## config.mk

```make
export PLATFORM = sky130hd
export DESIGN_NAME = relay_pulse_sequencer_flat
export DESIGN_NICKNAME = d
export VERILOG_FILES = /design/src/rtl/relay_pulse_sequencer_pkg.sv /design/src/rtl/relay_pulse_sequencer_if.sv /design/src/rtl/relay_pulse_sequencer_tem_edge_sync.sv /design/src/rtl/relay_pulse_sequencer.sv /design/src/flat_wrapper.sv
export SDC_FILE = /design/constraint.sdc
export NUM_CORES = 1
export LEC_CHECK = 0
export ABC_CLOCK_PERIOD_IN_PS = 4600
export CAP_MARGIN = 20
export CORE_MARGIN = 3
export CORE_UTILIZATION = 50
export CTS_BUF_LIST = sky130_fd_sc_hd__clkbuf_4 sky130_fd_sc_hd__clkbuf_8
export DETAILED_ROUTE_END_ITERATION = 8
export DONT_BUFFER_PORTS = 1
export PLACE_DENSITY_LB_ADDON = 0.1
export SLEW_MARGIN = 20
export SYNTH_ARGS = -nofsm -noshare
export SYNTH_HDL_FRONTEND = slang
export SYNTH_SLANG_ARGS = --single-unit
```

## constraint.sdc

```tcl
create_clock -name clk -period 4.6 [get_ports clk]
set_input_delay 0.23 -clock clk [delete_from_list [all_inputs] [get_ports clk]]
set_output_delay 0.23 -clock clk [all_outputs]
set_load 0.1 [all_outputs]
```

## src/rtl/relay_pulse_sequencer_pkg.sv

```systemverilog
// Shared types and defaults for the K1/K2 relay pulse sequencer.
package relay_seq_pkg;

    typedef enum logic [2:0] {
        IDLE,
        K1_ON,
        DEAD1,
        K2_ON,
        GAP,
        DONE
    } seq_state_e;

    localparam int DEF_CNT_W     = 32;
    localparam int DEF_K1_WIDTH  = 4000;
    localparam int DEF_DEAD_TIME = 1000;
    localparam int DEF_K2_WIDTH  = 4000;
    localparam int DEF_REP_W     = 8;

    // A repeat request of zero still fires one K1/K2 pass.
    function automatic int unsigned rep_at_least_one(input int unsigned reps);
        return (reps == 0) ? 1 : reps;
    endfunction

endpackage

```

## src/rtl/relay_pulse_sequencer_if.sv

```systemverilog
// Control/status bundle between the board trigger logic and the relay sequencer.
interface relay_pulse_sequencer_if
    import relay_seq_pkg::*;
#(
    parameter int REP_W = DEF_REP_W
);
    logic             enable;
    logic             TEM;
    logic [REP_W-1:0] repeat_cnt;
    logic             K1;
    logic             K2;
    logic             busy;
    logic             done;
    logic             missed_trig;

    modport master (
        output enable, TEM, repeat_cnt,
        input  K1, K2, busy, done, missed_trig
    );

    modport slave (
        input  enable, TEM, repeat_cnt,
        output K1, K2, busy, done, missed_trig
    );
endinterface

```

## src/rtl/relay_pulse_sequencer_tem_edge_sync.sv

```systemverilog
// Two-flop synchronizer plus history flop; emits a one-cycle pulse on each rising edge.
module tem_edge_sync (
    input  logic clk,
    input  logic rst_n,
    input  logic async_i,
    output logic rise_o
);
    logic s1_q;
    logic s2_q;
    logic s3_q;

    always_ff @(posedge clk or negedge rst_n) begin
        if (!rst_n) begin
            s1_q <= 1'b0;
            s2_q <= 1'b0;
            s3_q <= 1'b0;
        end else begin
            s1_q <= async_i;
            s2_q <= s1_q;
            s3_q <= s2_q;
        end
    end

    assign rise_o = s2_q & ~s3_q;
endmodule

```

## src/rtl/relay_pulse_sequencer.sv

```systemverilog
// Sequences K1 pulse, dead time, K2 pulse (repeated) from one TEM edge; K1 and K2 never overlap.
module relay_pulse_sequencer
    import relay_seq_pkg::*;
#(
    parameter int CNT_W     = DEF_CNT_W,
    parameter int K1_WIDTH  = DEF_K1_WIDTH,
    parameter int DEAD_TIME = DEF_DEAD_TIME,
    parameter int K2_WIDTH  = DEF_K2_WIDTH,
    parameter int REP_W     = DEF_REP_W
)(
    input  logic                    clk,
    input  logic                    rst_n,
    relay_pulse_sequencer_if.slave  bus
);
    localparam logic [CNT_W-1:0] K1_LAST   = CNT_W'(K1_WIDTH - 1);
    localparam logic [CNT_W-1:0] DEAD_LAST = CNT_W'(DEAD_TIME - 1);
    localparam logic [CNT_W-1:0] K2_LAST   = CNT_W'(K2_WIDTH - 1);

    if (DEAD_TIME < 1) begin : g_dead_chk
        $error("relay_pulse_sequencer: DEAD_TIME must be >= 1");
    end
    if (K1_WIDTH < 1 || K2_WIDTH < 1 ||
        longint'(K1_WIDTH) > (longint'(1) << CNT_W) ||
        longint'(K2_WIDTH) > (longint'(1) << CNT_W)) begin : g_width_chk
        $error("relay_pulse_sequencer: K1_WIDTH/K2_WIDTH out of range");
    end

    seq_state_e       state_q, state_d;
    logic [CNT_W-1:0] cnt_q, cnt_d;
    logic [REP_W-1:0] passes_q, passes_d;
    logic             trig;

    tem_edge_sync u_sync (
        .clk     (clk),
        .rst_n   (rst_n),
        .async_i (bus.TEM),
        .rise_o  (trig)
    );

    always_ff @(posedge clk or negedge rst_n) begin
        if (!rst_n) begin
            state_q  <= IDLE;
            cnt_q    <= '0;
            passes_q <= '0;
        end else begin
            state_q  <= state_d;
            cnt_q    <= cnt_d;
            passes_q <= passes_d;
        end
    end

    // Dropping enable aborts any running sequence before the phase logic is considered.
    always_comb begin
        state_d  = state_q;
        cnt_d    = cnt_q;
        passes_d = passes_q;
        if (state_q != IDLE && !bus.enable) begin
            state_d = IDLE;
            cnt_d   = '0;
        end else begin
            case (state_q)
                IDLE: begin
                    if (trig && bus.enable) begin
                        passes_d = REP_W'(rep_at_least_one(32'(bus.repeat_cnt)));
                        cnt_d    = '0;
                        state_d  = K1_ON;
                    end
                end
                K1_ON: begin
                    cnt_d = cnt_q + CNT_W'(1);
                    if (cnt_q == K1_LAST) begin
                        cnt_d   = '0;
                        state_d = DEAD1;
                    end
                end
                DEAD1: begin
                    cnt_d = cnt_q + CNT_W'(1);
                    if (cnt_q == DEAD_LAST) begin
                        cnt_d   = '0;
                        state_d = K2_ON;
                    end
                end
                K2_ON: begin
                    cnt_d = cnt_q + CNT_W'(1);
                    if (cnt_q == K2_LAST) begin
                        cnt_d = '0;
                        if (passes_q > REP_W'(1)) begin
                            passes_d = passes_q - REP_W'(1);
                            state_d  = GAP;
                        end else begin
                            state_d  = DONE;
                        end
                    end
                end
                GAP: begin
                    cnt_d = cnt_q + CNT_W'(1);
                    if (cnt_q == DEAD_LAST) begin
                        cnt_d   = '0;
                        state_d = K1_ON;
                    end
                end
                DONE: begin
                    cnt_d   = '0;
                    state_d = IDLE;
                end
                default: begin
                    cnt_d   = '0;
                    state_d = IDLE;
                end
            endcase
        end
    end

    assign bus.K1          = (state_q == K1_ON);
    assign bus.K2          = (state_q == K2_ON);
    assign bus.busy        = (state_q != IDLE);
    assign bus.done        = (state_q == DONE);
    assign bus.missed_trig = trig && (state_q != IDLE);
endmodule

```

## src/flat_wrapper.sv

```systemverilog
// flat-port wrapper written by rule: the top's interface ports become plain ports
module relay_pulse_sequencer_flat import relay_seq_pkg::*;
#(
    parameter int CNT_W     = DEF_CNT_W,
    parameter int K1_WIDTH  = DEF_K1_WIDTH,
    parameter int DEAD_TIME = DEF_DEAD_TIME,
    parameter int K2_WIDTH  = DEF_K2_WIDTH,
    parameter int REP_W     = DEF_REP_W
)
  (clk, rst_n, bus_enable, bus_TEM, bus_repeat_cnt, bus_K1, bus_K2, bus_busy, bus_done, bus_missed_trig);
  relay_pulse_sequencer_if #(.REP_W(REP_W)) bus_i ();
  input  logic clk;
  input  logic rst_n;
  input wire logic [$bits(bus_i.enable)-1:0] bus_enable;
  input wire logic [$bits(bus_i.TEM)-1:0] bus_TEM;
  input wire logic [$bits(bus_i.repeat_cnt)-1:0] bus_repeat_cnt;
  output wire logic [$bits(bus_i.K1)-1:0] bus_K1;
  output wire logic [$bits(bus_i.K2)-1:0] bus_K2;
  output wire logic [$bits(bus_i.busy)-1:0] bus_busy;
  output wire logic [$bits(bus_i.done)-1:0] bus_done;
  output wire logic [$bits(bus_i.missed_trig)-1:0] bus_missed_trig;
  assign bus_i.enable = bus_enable;
  assign bus_i.TEM = bus_TEM;
  assign bus_i.repeat_cnt = bus_repeat_cnt;
  assign bus_K1 = bus_i.K1;
  assign bus_K2 = bus_i.K2;
  assign bus_busy = bus_i.busy;
  assign bus_done = bus_i.done;
  assign bus_missed_trig = bus_i.missed_trig;
  relay_pulse_sequencer #(.CNT_W(CNT_W), .K1_WIDTH(K1_WIDTH), .DEAD_TIME(DEAD_TIME), .K2_WIDTH(K2_WIDTH), .REP_W(REP_W)) u_core (.clk(clk), .rst_n(rst_n), .bus(bus_i));
endmodule
```

==> flow_summary.ini <==
[outcome]
outcome = finished clean

[synth]
netlist_top_cells_count = 46 x dfrtp_1, 32 x nor2_1, 28 x nand2_1
netlist.area_leader.share = 0.428
syn_avg_cell_area_sq_um = 8.60
postSynthRegisterBits = 46
netlist_area_sq_um = 2690
synth_top_cells_by_area = dfrtp_1 43%, o21ai_0 4.8%, nor2_1 4.5%
synthFlopType = dfrtp_1
synth_cell_type_count = 47
yosysTopAreaCell = dfrtp_1
synth_edf_count = 0
syn-num-nets = 328
synthMostInstantiatedCell = dfrtp_1
sequential_to_total_area_share_from_yosys_stat = 0.428
asyncSetResetFlopFracSynth = 1.00
ys.warnings.count = 0
synthesis.instances = 313

[pwr]
irDropWorstVdd_mv = 0.360
p_int_w = 0.000790
power.clock.fraction = 0.171
power.combinational.fraction = 0.474
power_switching_w = 0.000721
switching_share = 0.477
p_seq_frac = 0.355
cell_pwr_density_nw_per_um2 = 522
report.power.total_w = 0.00151
leakage_nw = 1.22

[drt]
drt-initial-drc-count = 209
vias_per_cell = 6.18
wire_per_inst_um = 16.2
drc_errors = 0
antenna_violating_nets_post_route = 0
wl_um = 6230
detailroute.via_count = 2372
drt_first_pass_iters = 4

[clocking]
cts_max_path_buffers = 2
cts_tree = done
ctsResizeCount = 0
clock_latency_ps = 300
tritoncts.num_buffers = 5
postCtsSetupRepairBufs = 0
number_of_hold_repair_buffers_added_at_the_cts_stage = 3
cts_num_sinks = 46
ctsRootBufferMaster = clkbuf_8
number_of_h_tree_levels = 2
clk_pin_slew_ps = 80

[sta]
tightestPinTransition_ps = 1090
period_needed_ps = 3080
totalNegativeSetupSlack_ps = 0
maxClockFrequency_ghz = 0.325
setup_repair_after_global_routing_missed_its_margin = no
finalCritPeriodShare = 0.669
hold_viol = 0
number_of_setup_violations_in_the_final_report = 0
hold_slack_ps = 90.4
maxSlewViolCount = 0
maxSlewHeadroom = 0.274
fin_worst_skew_ps = 8.32
postLayoutSetupSlackWorst_ps = 1520

[global_route]
maximum_number_of_pins_on_one_net_before_global_route_repair = 47
grt_first_pass_wirelength_um = 10800
grt_pass1_vias = 2231
grt_overflow = 0
grt_antenna_before_repair = 0
globalRouteTotalUtil = 0.212

[critical_path]
regToRegEndpoint = u_core.cnt_q[26]
critical_path.endpoint_type = register
required_ps = 4820
crit_arrival_ps = 3300
worst_reg_to_reg_cells = 7
critPathMaxFanout = 40
reg2reg_from = u_core.state_q[1]
critical_path.startpoint_type = register
critical_path_class = register to register
reg2reg_slack_ps = 1520

[die]
die_h_um = 79.4
floorplan.rows = 26
die_width_um = 79.4
dieArea_sq_um = 6300
io_pins = 17
start_util = 0.520
coreArea_sq_um = 5170

[job]
max_cap_violation_count = 0

[placement]
numPortBuffers = 0
detailed_place_hpwl_um = 4260
dp_slack_ps = 1560
routabilityCongestion = 0.789

[finish]
drive_above_1_share = 0.0605
synthToLayoutAreaGrowth_pct = 7.48
insertedDiodeCount = 0
design.final.nets = 328

[worst_hold_path]
min_from = bus_enable
min_path_cells = 1
min_delay_worst_endpoint = u_core.state_q[1]
hold_class = input port to register
[state kept, by name, summed over array words and instances (netlist names)]
register	count
u_core.cnt_q	32
u_core.passes_q	8
u_core.state_q	3
u_core.u_sync.s1_q	1
u_core.u_sync.s3_q	1
u_core.u_sync.s2_q	1
[power groups by stage]
stage          Clock (W)  Combinational [W]  Sequential (W)
2_1_floorplan          0           0.000635        0.000515
3_3_place_gp           0           0.000693        0.000540
3_5_place_dp           0           0.000700        0.000542
4_1_cts         0.000268           0.000715        0.000534
5_1_grt         0.000285           0.000794        0.000548
6_report        0.000259           0.000716        0.000537
[critical path, stage by stage (launching register included)]
cell and delay [ps]:
dfrtp_1 490, nor3_1 420, inv_1 540, a21oi_1 280, o21ai_0 210, nand2_2 610
or2b_1 280, a31oi_1 150
[per-layer routing]
layer | up-vias | global-route usage | share of wire
li1 | 1170 | - | -
met1 | 1146 | 0.306 | 0.49
met2 | 50 | 0.337 | 0.46
met3 | 6 | 0.0374 | 0.045
met4 | 0 | 0.0430 | 0.0095
met5 | - | 0 | 0
[cells in the final DEF (no fill, tap or decap), drive strengths merged, types with 4 or more instances in the layout]
| cell | n |
|---|---|
| a22o | 7 |
| nand3 | 19 |
| dfrtp | 46 |
| and2 | 4 |
| a21o | 6 |
| and3 | 8 |
| a31oi | 17 |
| a21oi | 22 |
| or3 | 4 |
| nor2 | 32 |
| inv | 7 |
| nand4 | 7 |
| nand2 | 29 |
| clkbuf | 8 |
| nor3 | 12 |
| o21ai | 28 |
| nor4 | 10 |
[worst max path at each step]
stage	startpoint	endpoint	slack, ps	cells past startpoint
2_1_floorplan	u_core.state_q[1]	bus_done	1610	2
3_3_place_gp	u_core.state_q[1]	u_core.cnt_q[26]	1670	7
3_5_place_dp	u_core.state_q[1]	u_core.cnt_q[26]	1560	7
4_1_cts	u_core.state_q[1]	u_core.cnt_q[26]	1560	7
5_1_grt	u_core.state_q[1]	u_core.cnt_q[24]	1230	7
6_report	u_core.state_q[1]	u_core.cnt_q[26]	1520	7
[kinds of logic (layout without fill, tap and decap cells)]
kind of cell | count (synthesis) | after routing | synth area share
AOI/OAI and AO/OA | 94 | 94 | 0.221
xor gates and xnor gates | 5 | 5 | 0.0163
adders and majority gates | 3 | 3 | 0.0139
buffers and inverters | 19 | 20 | 0.0363
DFF | 46 | 46 | 0.428
muxes | 2 | 2 | 0.00744
and+or+nand+nor | 144 | 144 | 0.277
[metrics by stage]
stage / utilization / instances / cell area [sq um]
global route: 0.559 / 384 / 2890
detailed placement: 0.532 / 373 / 2750
global placement: 0.532 / 373 / 2750
floorplan: - / 313 / 2690
CTS: 0.559 / 384 / 2890
finish: 0.559 / 384 / 2890
[final cells by class]
class,instances,area [sq um]
Fill cell,458,2280
Multi-Input combinational cell,248,1450
Sequential cell,46,1150
Clock buffer,7,90.1
Tap cell,70,87.6
Timing Repair Buffer,5,80.1
Inverter,7,26.3
Clock inverter,1,5.00
No activity file was read; power rests on OpenSTA's default activity.
